### src/rtl/led_pulser_pkg.sv
// Shared types and defaults for the LED pulser: FSM state encoding and
// default ON/OFF durations.
package led_pulser_pkg;

  typedef enum logic [1:0] {
    IDLE = 2'd0,
    ON   = 2'd1,
    OFF  = 2'd2
  } state_t;

  localparam int DEFAULT_HOLD_CYCLES = 4095;
  localparam int DEFAULT_GAP_CYCLES  = 4095;

  function automatic int max_int(input int a, input int b);
    return (a > b) ? a : b;
  endfunction

endpackage

### src/rtl/led_pulser_cycle_timer.sv
// Loadable down-counter used to time the ON and OFF phases; done is high on
// the last counted cycle (count==1) or when idle (count==0).
module cycle_timer #(
  parameter int W = 12
) (
  input  logic         clock,
  input  logic         reset,
  input  logic         load,
  input  logic [W-1:0] load_value,
  output logic         done
);

  logic [W-1:0] r_count;

  always_ff @(posedge clock) begin
    if (reset) begin
      r_count <= '0;
    end else if (load) begin
      r_count <= load_value;
    end else if (r_count != '0) begin
      r_count <= r_count - 1'b1;
    end
  end

  assign done = (r_count == '0) || (r_count == W'(1));

endmodule

### src/rtl/led_pulser.sv
// Stretches single-cycle event strobes into visible LED flashes, queueing
// events that arrive mid-flash. Optional sticky drop flag: LED_PULSER_OVERFLOW_EN.
module led_pulser
  import led_pulser_pkg::*;
#(
  parameter int HOLD_CYCLES = DEFAULT_HOLD_CYCLES,
  parameter int GAP_CYCLES  = DEFAULT_GAP_CYCLES,
  parameter int PEND_W      = 3
) (
  input  logic              clock,
  input  logic              reset,
  input  logic              pulse,
  output logic              led,
  output logic              busy,
  output logic [PEND_W-1:0] pending,
  output state_t            o_dbg_state
`ifdef LED_PULSER_OVERFLOW_EN
  ,
  output logic              overflow
`endif
);

  localparam int CNT_W = $clog2(max_int(HOLD_CYCLES, GAP_CYCLES) + 1);
  localparam logic [CNT_W-1:0]  HOLD_LD  = CNT_W'(HOLD_CYCLES);
  localparam logic [CNT_W-1:0]  GAP_LD   = CNT_W'(GAP_CYCLES);
  localparam logic [PEND_W-1:0] PEND_MAX = '1;

  state_t            r_state;
  logic              r_led;
  logic              r_busy;
  logic [PEND_W-1:0] r_pending;

  state_t            w_next_state;
  logic [PEND_W-1:0] w_next_pending;
  logic              w_load;
  logic [CNT_W-1:0]  w_load_value;
  logic              w_done;
  logic              w_drop;
  logic              w_sat;

  cycle_timer #(.W(CNT_W)) u_timer (
    .clock      (clock),
    .reset      (reset),
    .load       (w_load),
    .load_value (w_load_value),
    .done       (w_done)
  );

  // The timer is reloaded on the same edge the state changes, so every
  // phase starts with a full count.
  always_comb begin
    w_next_state   = r_state;
    w_next_pending = r_pending;
    w_load         = 1'b0;
    w_load_value   = HOLD_LD;
    w_drop         = 1'b0;
    w_sat          = (r_pending == PEND_MAX);
    case (r_state)
      IDLE: begin
        if (pulse) begin
          w_next_state = ON;
          w_load       = 1'b1;
        end else if (r_pending != '0) begin
          w_next_state   = ON;
          w_load         = 1'b1;
          w_next_pending = r_pending - 1'b1;
        end
      end
      ON: begin
        if (pulse) begin
          if (w_sat) w_drop = 1'b1;
          else       w_next_pending = r_pending + 1'b1;
        end
        if (w_done) begin
          w_next_state = OFF;
          w_load       = 1'b1;
          w_load_value = GAP_LD;
        end
      end
      OFF: begin
        // On the last gap cycle a new pulse is consumed directly by the
        // next flash instead of passing through the queue.
        if (w_done) begin
          w_load = 1'b1;
          if (pulse || (r_pending != '0)) begin
            w_next_state = ON;
            if (!pulse) w_next_pending = r_pending - 1'b1;
          end else begin
            w_next_state = IDLE;
            w_load_value = '0;
          end
        end else if (pulse) begin
          if (w_sat) w_drop = 1'b1;
          else       w_next_pending = r_pending + 1'b1;
        end
      end
      default: begin
        w_next_state = IDLE;
        w_load       = 1'b1;
        w_load_value = '0;
      end
    endcase
  end

  always_ff @(posedge clock) begin
    if (reset) begin
      r_state   <= IDLE;
      r_led     <= 1'b0;
      r_busy    <= 1'b0;
      r_pending <= '0;
    end else begin
      r_state   <= w_next_state;
      r_led     <= (w_next_state == ON);
      r_busy    <= (w_next_state != IDLE);
      r_pending <= w_next_pending;
    end
  end

`ifdef LED_PULSER_OVERFLOW_EN
  logic r_overflow;

  always_ff @(posedge clock) begin
    if (reset) r_overflow <= 1'b0;
    else if (w_drop) r_overflow <= 1'b1;
  end

  assign overflow = r_overflow;
`else
  logic w_drop_unused;
  assign w_drop_unused = w_drop;
`endif

  assign led         = r_led;
  assign busy        = r_busy;
  assign pending     = r_pending;
  assign o_dbg_state = r_state;

endmodule

### config.mk
export PLATFORM = sky130hd
export DESIGN_NAME = led_pulser
export DESIGN_NICKNAME = d
export VERILOG_FILES = /design/src/rtl/led_pulser_pkg.sv /design/src/rtl/led_pulser_cycle_timer.sv /design/src/rtl/led_pulser.sv
export SDC_FILE = /design/constraint.sdc
export NUM_CORES = 1
export LEC_CHECK = 0
export CORE_ASPECT_RATIO = 1.2
export CORE_MARGIN = 2
export CORE_UTILIZATION = 46
export CTS_BUF_LIST = sky130_fd_sc_hd__clkbuf_4
export CTS_CLUSTER_SIZE = 10
export DETAILED_ROUTE_END_ITERATION = 7
export HOLD_SLACK_MARGIN = 0.02
export PLACE_DENSITY = 0.66
export SLEW_MARGIN = 20
export SYNTH_ARGS = -nofsm -noshare
export SYNTH_HDL_FRONTEND = slang
export SYNTH_HIERARCHICAL = 1
export SYNTH_SLANG_ARGS = --single-unit
### constraint.sdc
create_clock -name clock -period 2.8 [get_ports clock]
set_input_delay 0.42 -clock clock [delete_from_list [all_inputs] [get_ports clock]]
set_output_delay 0.42 -clock clock [all_outputs]
set_load 0.02 [all_outputs]
=== Word-level counts from Yosys, hierarchy flattened ===
Index checks and enable logic that the tools add are counted.

* $add $sub $neg: 3
* Reductions and logical operators: 12
* Muxes and demuxes: 23
* Equal/unequal tests: 9

{| class="wikitable"
|+ Operators with widths
! cell !! number
|-
| 12-bit 2-to-1 mux || 4
|-
| 12-bit one-hot mux with 2 select lines || 1
|-
| 3-bit 2-to-1 mux || 7
|-
| 12-bit by 1-bit == test with 1-bit output (second input constant) || 1
|-
| 12-bit logical NOT || 1
|-
| 12-bit nonzero test || 1
|-
| 12-bit by 1-bit subtractor with 12-bit output (second input constant) || 1
|-
| 3-bit one-hot mux with 3 select lines || 1
|-
| 2-bit 2-to-1 mux || 4
|-
| 3-bit != test (second input constant) || 2
|-
| 2-bit one-hot mux with 3 select lines || 1
|-
| 3-bit nonzero test || 2
|-
| 5-bit AND reduction || 1
|-
| 2-bit by 1-bit == test with 1-bit output (second input constant) || 2
|-
| 1-bit 2-to-1 mux || 4
|-
| 2-bit != test (second input constant) || 2
|-
| 2-bit nonzero test || 2
|-
| 2-bit OR reduction || 2
|-
| 3-bit by 1-bit adder with 3-bit output (second input constant) || 1
|-
| 3-bit == test (second input constant) || 1
|-
| 3-bit by 1-bit subtractor with 3-bit output (second input constant) || 1
|-
| 2-bit == test (second input constant) || 1
|-
| 2-bit logical NOT || 1
|-
| 1-bit logical OR || 2
|-
| 1-bit one-hot mux with 2 select lines || 1
|}

* Flip-flop bits (word level): 19
* Output and inout bits: 7
* Bits of input ports: 3
* Word-level logic and storage cells: 52

=== Logic depth before layout (Yosys ltp) ===
Gate-level depths: netlist of run 1.

* Depth after elaboration: 6
* Gate-level depth with buffers: 12
* Gate-level depth less buffers: 11

=== By module ===
The synthesis of run 1 kept the hierarchy.

{| class="wikitable"
|+ Modules (own cells, without submodules)
! module !! seq. area each (um2) !! times used !! cells an instance !! area each (um2)
|-
| cycle_timer || 240.2 || 1 || 96 || 744.5
|-
| led_pulser || 140.1 || 1 || 66 || 553.0
|}

=== Worst setup path after synthesis of run 1 ===
No wires, ideal clock.

* Kind: reg-to-reg
* Start: reg u_timer.r_count[4]
* End: reg u_timer.r_count[9]
* Setup time: 0.086 ns
* Path slack: -0.264 ns
* Arrival time: 2.978 ns
* Period minus slack after synthesis: 3.064 ns
* Buffers on the path: 3
* Required time: 2.714 ns
* Cell stages (with the launch flop): 13
* Cells stage by stage: dfxtp_1 or3_1 buf_2 or3_1 nor4_1 a21oi_1 o21ai_0 clkbuf_1 or3_1 nor4_2 or2_2 buf_4 a211oi_1

* Longest elaborated chain between the ends: 5
* Elaborated cells on any way between the ends: 12
* Classes of those cells: 1 x add/sub; 1 x eq/ne; 6 x mux; 4 x reduce/logical

{| class="wikitable"
|+ Ends and longest elaborated chain
! what !! line !! RTL
|-
| start, declared || led_pulser_cycle_timer.sv:13 || <nowiki>logic [W-1:0] r_count;</nowiki>
|-
| start signal, assigned || led_pulser_cycle_timer.sv:19 || <nowiki>r_count <= load_value;</nowiki>
|-
| start signal, assigned || led_pulser_cycle_timer.sv:21 || <nowiki>r_count <= r_count - 1'b1;</nowiki>
|-
| 12-bit by 1-bit == test with 1-bit output / 12-bit logical NOT (equally long branches) || led_pulser_cycle_timer.sv:25 || <nowiki>assign done = (r_count == '0) || (r_count == W'(1));</nowiki>
|-
| 1-bit logical OR (*) || led_pulser_cycle_timer.sv:25 ||
|-
| net w_done || led_pulser.sv:37 || <nowiki>logic w_done;</nowiki>
|-
| 1-bit 2-to-1 mux (*) || led_pulser.sv:74, led_pulser.sv:83 ||
|-
| 1-bit one-hot mux with 2 select lines (*) || led_pulser.sv:58 || <nowiki>case (r_state)</nowiki>
|-
| net w_load || led_pulser.sv:35 || <nowiki>logic w_load;</nowiki>
|-
| 12-bit 2-to-1 mux / 2-bit nonzero test (equally long branches) || - ||
|}

The timed path passes the listed nets; every way through them passes the cells marked *. The select of a mux whose other input is x is not followed.
A chain may end at the register's enable or synchronous reset.

=== Worst setup path in the final report of run 1 ===
* Start: reg u_timer.r_count[4]
* End: reg u_timer.r_count[7]

The elaborated chain is that of the path after synthesis.

==> key figures, run 1 <==
Clock network
  – CTS tree: built
  – CTS Hold Bufs: 0
  – CTS H-tree depth: 1
  – Clock slew at reported path FFs: ~0.11 ns
  – TritonCTS Sinks: 19
  – Worst skew pair latency: ~0.30 ns
  – Post-CTS Setup Inserts: 0
  – Post-CTS sizing: 0
  – Clock buffer depth: 2
  – CTS Buf Count: 3
  – CTS root buffer: clkbuf_4

Detailed routing
  – DRT Wirelength: roughly 3000 µm
  – DR iter-0 viols: 33
  – WL/cell: around 14 µm
  – Vias: 1222
  – Drt first pass iters: 4
  – Vias/cell: approximately 5.9
  – Antenna Nets Post-Route: 0
  – DRC: 0

Logic synthesis
  – Synthesis Warnings: 6
  – Synthesized area per cell: between 8 and 9 µm²
  – Mapped Area: between 0.001 and 0.0015 mm²
  – Area contributors post-synth: dfxtp_1, ha_1, nor2_1
  – Post-Syn Instances: 162
  – Syn Nets: 176
  – Synth top area share: 0.293
  – Yosys reg bits: 19
  – Post-synth cell types: 47
  – Cell accounting for the most synthesized area: dfxtp_1
  – Dominant synthesized flop cell: dfxtp_1
  – Sequential area share after synthesis: 0.293
  – Ys async rst share: 0
  – EDFF count, synth: 0

Setup path
  – Kind of critical path: flop to flop
  – Crit. End Element: flop
  – WP data required: ~3.0 ns
  – WP data arrival: between 2 and 3 ns
  – Max FO, Critical Path: 18
  – Startpoint Class: flop
  – Cell Chain, Critical Path: or3_1 -> or3_1 -> nor4_4 -> a21oi_1 -> o21ai_0 -> buf_4 -> inv_1 -> o21a_1 -> o211ai_1 -> o21ai_1
  – Crit path top cell by count: or3_1
  – Delay of the slowest cell on the worst path: 0.39 ns
  – CP max stage cell: or3_1

Global routing
  – Number of global-route vias before repair: around 1200
  – Pin count of the biggest net entering global routing: 19
  – Total GRT Usage: 0.208
  – First-pass GRT wire length: around 5200 µm
  – Remaining Overflow, GRT: 0
  – Initial antenna violation count: 0

STA
  – Relative slew slack: 0.554
  – RSZ-0062 raised after global routing: no
  – Final setup viols: 0
  – Final Critical Period: approximately 2.6 ns
  – Final Hold Slack: approximately 0.53 ns
  – Total negative slack: 0 ns
  – Worst Skew: roughly 0.0026 ns
  – Count of pins over their slew limit: 0
  – Fmax: roughly 390 MHz
  – Post-route setup slack: 0.214 ns
  – Tightest Pin Transition: 0.667 ns
  – Period utilization: 0.924
  – Final Hold Vio Count: 0

Floorplan
  – Core area: roughly 0.0027 mm²
  – Io pins: 10
  – Die H: a little over 60 µm
  – Die ar.: roughly 0.0033 mm²
  – Num rows: 21
  – Die Wd: approximately 52 µm
  – Initial Util: 0.475

Placement
  – Final GP Congestion: between 0.8 and 0.9
  – Pre-CTS setup slack: about 0.24 ns
  – Final HPWL DP: 2320 µm
  – Port-buffer cells: 9
  – Dpl cell area: around 0.0015 mm²

Finish
  – Nets: 189
  – Final instance area: ~0.0015 mm²
  – Share of cells above drive strength 1: 0.115
  – P&R area growth vs syn: 14.6%
  – Antenna cells: 0
  – Commonest non-fill, non-tap cells in the layout: nor2_1, dfxtp_1, inv_1, a21oi_1, ha_1
  – Fin util: 0.544
  – Commonest non-fill, non-tap cell in the layout: nor2_1

Pwr
  – Pwr dens: approximately 1200 mW/mm²
  – Worst vdd ir: between 0.0007 and 0.0008 V
  – Static Leakage: 0.581 nW

Flow run
  – Max Cap Viol: 0

Outcome
  – Status: completed

Min path
  – Hold WC Path Type: flop to flop
-- layout make-up --
type                    instances  area (µm²)
clock buffers                   3        22.5
flip-flops and latches         19         380
well taps                      34        42.5
clock inverters                 1        5.00
inverters                      11        41.3
fillers                       271        1250
repair buffers                 15         135
multi-input cells             125         860
-- Yosys cell counts, drive strengths merged (2+ instances only) --
library cell  instances
clkbuf                4
inv                  11
nand2b                3
a211oi                9
ha                   11
o31ai                 2
a21boi                2
or4                   2
o21a                  3
nand3                 3
or3                   3
xnor2                 4
nor2                 20
nand2                 7
o21ai                 7
a21oi                12
nor4                  5
dfxtp                19
buf                   3
or2                   3
nor3b                 3
nor3                  7
-- report_power, final --
part           switching, mW  internal [mW]
logic                  0.643          0.503
clock network         0.0893         0.0533
registers              0.138          0.391
-- registers in the layout, summed over array words and instances, names as in the netlist --
signal and cells:
u_timer/r_count 12, pending 3, o_dbg_state 2, busy 1, led 1
-- routing by layer --
layer / vias to the layer above / share of wire / GRT usage
li1: 616 / - / -
met1: 565 / 0.42 / 0.227
met2: 29 / 0.51 / 0.355
met3: 12 / 0.025 / 0.0337
met4: 0 / 0.038 / 0.138
met5: - / 0 / 0
-- critical path: cells and delay by family (launching register included) --
family / cells / cell delay, ns
buf+inv: 2 / 0.45
simple gates: 3 / 1.08
flops: 1 / 0.37
compound gates: 5 / 0.59
-- cell families (layout without fill, tap and decap cells) --
family / after synthesis / count (layout) / share of synthesized area
adder cells (fa/ha/maj): 11 / 11 / 0.106
flip-flops: 19 / 19 / 0.293
AO/OA/AOI/OAI: 46 / 46 / 0.243
XOR/XNOR: 5 / 5 / 0.0337
buffers and inverters: 18 / 30 / 0.0559
AND/OR/NAND/NOR: 61 / 61 / 0.249
multiplexers: 2 / 2 / 0.0193
-- final timing paths --
| path | from | endpoint | cells past startpoint | slack, ns |
|---|---|---|---|---|
| max | u_timer/r_count[4] | u_timer/r_count[7] | 10 | 0.21 |
| min | u_timer/r_count[6] | u_timer/r_count[6] | 2 | 0.53 |
| max reg2reg | u_timer/r_count[4] | u_timer/r_count[7] | 10 | 0.21 |
| min reg2reg | u_timer/r_count[6] | u_timer/r_count[6] | 2 | 0.53 |
-- through the flow --
stage / cells / total power, mW
5_1_grt: 208 / 1.98
3_5_place_dp: 204 / 1.67
2_1_floorplan: 162 / 1.36
4_1_cts: 208 / 1.82
6_report: 208 / 1.82
3_3_place_gp: 204 / 1.64
Note: power is estimated with default switching activity, not from simulation.
==> run 2: changes to the inputs <==
- CORE_MARGIN: 2 -> not set
- REMOVE_ABC_BUFFERS: not set -> 1
==> run 2 against run 1 <==
  * Clock power hardly changed
  * Die area decreased by 6.9%
  * Flip-flop and latch count did not move
  * Register-to-register slack worse by 0.03 ns
  * Design area rose by 2.5%
  * First-iteration DRC count shrank 3.0%
  * Non-clock buffer count increased by 5
  * Critical path type unchanged
  * Critical endpoint is now u_timer/r_count[1]
==> key figures, run 2 (synthesized netlist as in run 1, its figures left out) <==
Outcome
  – Status: completed

Detailed routing
  – Antenna Nets Post-Route: 0 (unchanged)
  – DRT Wirelength: 2880 µm (-4.0%)
  – DRC: 0 (unchanged)
  – Vias/cell: 5.78 (-1.6%)
  – Drt first pass iters: 4 (unchanged)
  – WL/cell: 13.6 µm (-5.8%)
  – Vias: 1225 (+0.25%)
  – DR iter-0 viols: 32 (-3.0%)

Finish
  – Largest Register: u_timer/r_count
  – Share of cells above drive strength 1: 0.151 (+0.0359)
  – Final instance area: 0.00152 mm² (+2.5%)
  – Commonest non-fill, non-tap cells in the layout: nor2_1, dfxtp_1
  – Fin util: 0.586 (+0.0416)
  – # fillers: 247 (-8.9%)
  – Nets: 194 (+2.6%)
  – Fin cells: 212 (+1.9%)
  – Commonest non-fill, non-tap cell in the layout: nor2_1
  – P&R area growth vs syn: 17.5%
  – Number of flip-flops in the largest register: 12 (unchanged)
  – Antenna cells: 0 (unchanged)

Placement
  – Port-buffer cells: 9 (unchanged)
  – Final GP Congestion: 0.871 (+6.2%)
  – Post-Place Cells: 204 (unchanged)
  – Final HPWL DP: 2070 µm (-11%)
  – Dpl cell area: 0.00145 mm² (-0.60%)
  – Pre-CTS setup slack: 0.144 ns (-0.0905 ns)

Clock network
  – Clock buffer depth: 2 (unchanged)
  – CTS Buf Count: 3 (unchanged)
  – Worst skew pair latency: 0.30 ns (about the same)
  – TritonCTS Sinks: 19 (unchanged)
  – Clock slew at reported path FFs: 0.12 ns (about the same)
  – CTS Hold Bufs: 0 (unchanged)
  – CTS tree: built
  – CTS H-tree depth: 1 (unchanged)
  – CTS root buffer: clkbuf_4

Global routing
  – Number of global-route vias before repair: 1044 (-12%)
  – First-pass GRT wire length: 4700 µm (-9.6%)
  – Pin count of the biggest net entering global routing: 19 (unchanged)
  – Total GRT Usage: 0.205 (-0.00355)
  – Initial antenna violation count: 0 (unchanged)
  – Remaining Overflow, GRT: 0 (unchanged)

Setup path
  – Family with the most delay on the worst path: simple AND/OR/NAND/NOR gates
  – Critical path buffer and inverter count: 1 (-1)
  – Crit. End Element: flop
  – Delay of the slowest cell on the worst path: 0.40 ns (about the same)
  – Max FO, Critical Path: 10 (-8)
  – Cell Chain, Critical Path: or3_1 -> or3_1 -> nor4_2 -> buf_4 -> nand2_1 -> a211oi_1 -> nor2_1 -> nand2_1 -> o21ai_0 -> mux2i_1 -> nor2_1
  – WP depth: 11 (+1)
  – CP max stage cell: or3_1
  – Kind of critical path: flop to flop
  – Startpoint Class: flop
  – WP data arrival: 2.79 ns (about the same)
  – WP data required: 2.97 ns (-0.03 ns)
  – R2r worst-path depth: 11 (+1)

Min path
  – Hold path depth: 2 (unchanged)
  – Hold WC Path Type: flop to flop

Floorplan
  – Die Wd: 50.5 µm (-3.8%)
  – Die H: 60.2 µm (-3.2%)
  – Die ar.: 0.00304 mm² (-6.9%)
  – Num rows: 20 (-4.8%)
  – Core area: 0.00260 mm² (-4.8%)
  – Initial Util: 0.499 (+0.0237)
  – Io pins: 10 (unchanged)

Pwr
  – Worst vdd ir: 0.000709 V (-2.3%)
  – Pwr dens: 1230 mW/mm² (+0.90%)
  – Static Leakage: 0.605 nW (+4.2%)

STA
  – Fmax: 382 MHz (-1.2%)
  – Total negative slack: 0 ns (unchanged)
  – Count of pins over their slew limit: 0 (unchanged)
  – Relative slew slack: 0.502 (-0.0526)
  – Tightest Pin Transition: 0.745 ns (+0.0775 ns)
  – Worst Skew: 0.00342 ns (+0.000867 ns)
  – Period utilization: 0.935 (+0.0110)
  – RSZ-0062 raised after global routing: yes
  – Post-route setup slack: 0.183 ns (-0.0309 ns)
  – Final Hold Vio Count: 0 (unchanged)
  – Final setup viols: 0 (unchanged)
  – Final Critical Period: 2.62 ns (+0.0309 ns)

Flow run
  – Max Cap Viol: 0 (unchanged)
==> run 2: changes by cell type in the layout (fill, tap and decap cells not counted), sizes merged <==
cell  change
buf       +5
==> run 2: path summary, 6_finish.rpt <==
| kind | startpoint | endpoint | slack (ns) |
|---|---|---|---|
| max | u_timer/r_count[4] | u_timer/r_count[1] | 0.18 |
| max reg2reg | u_timer/r_count[4] | u_timer/r_count[1] | 0.18 |
| min | u_timer/r_count[8] | u_timer/r_count[8] | 0.54 |
| min reg2reg | u_timer/r_count[8] | u_timer/r_count[8] | 0.54 |
==> run 2: layer usage <==
layer | up-vias | share of wire | track usage
li1 | 620 | - | -
met2 | 23 | 0.48 | 0.343
met5 | - | 0 | 0
met3 | 2 | 0.031 | 0.0305
met1 | 580 | 0.48 | 0.263
met4 | 0 | 0.010 | 0.0833
==> run 2: power by group <==
part	internal [mW]	switching (mW)
Clock	0.0532	0.0917
Combinational	0.568	0.646
Sequential	0.391	0.131
==> run 2: metrics by stage <==
stage | hold WS, ns | power, mW
2_1_floorplan | 0.470 | 1.31
3_3_place_gp | 0.497 | 1.62
3_5_place_dp | 0.503 | 1.64
4_1_cts | 0.523 | 1.79
5_1_grt | 0.574 | 2.04
6_report | 0.539 | 1.88
==> run 2: layout make-up <==
cell class / instances / area [µm²] / area share
clock buffer: 3 / 22.5 / 0.0148
timing repair buffer: 20 / 173 / 0.113
inverter: 11 / 41.3 / 0.0271
tap: 33 / 41.3 / 0.0271
sequential: 19 / 380 / 0.250
clock inverter: 1 / 5.00 / 0.00328
multi-input combinational: 125 / 861 / 0.565
==> run 2: worst min-delay path, delay by kind of cell, from the launching register on <==
family           cells  cell delay [ns]
AND/OR/NAND/NOR      1             0.07
flip-flops           1             0.36
AO/OA/AOI/OAI        1             0.07
==> run 2: repair_timing <==
action / CTS / global route
setup endpoints to repair: 0 / 11
gates resized for setup: 0 / 3
buffers inserted: 0 / 4
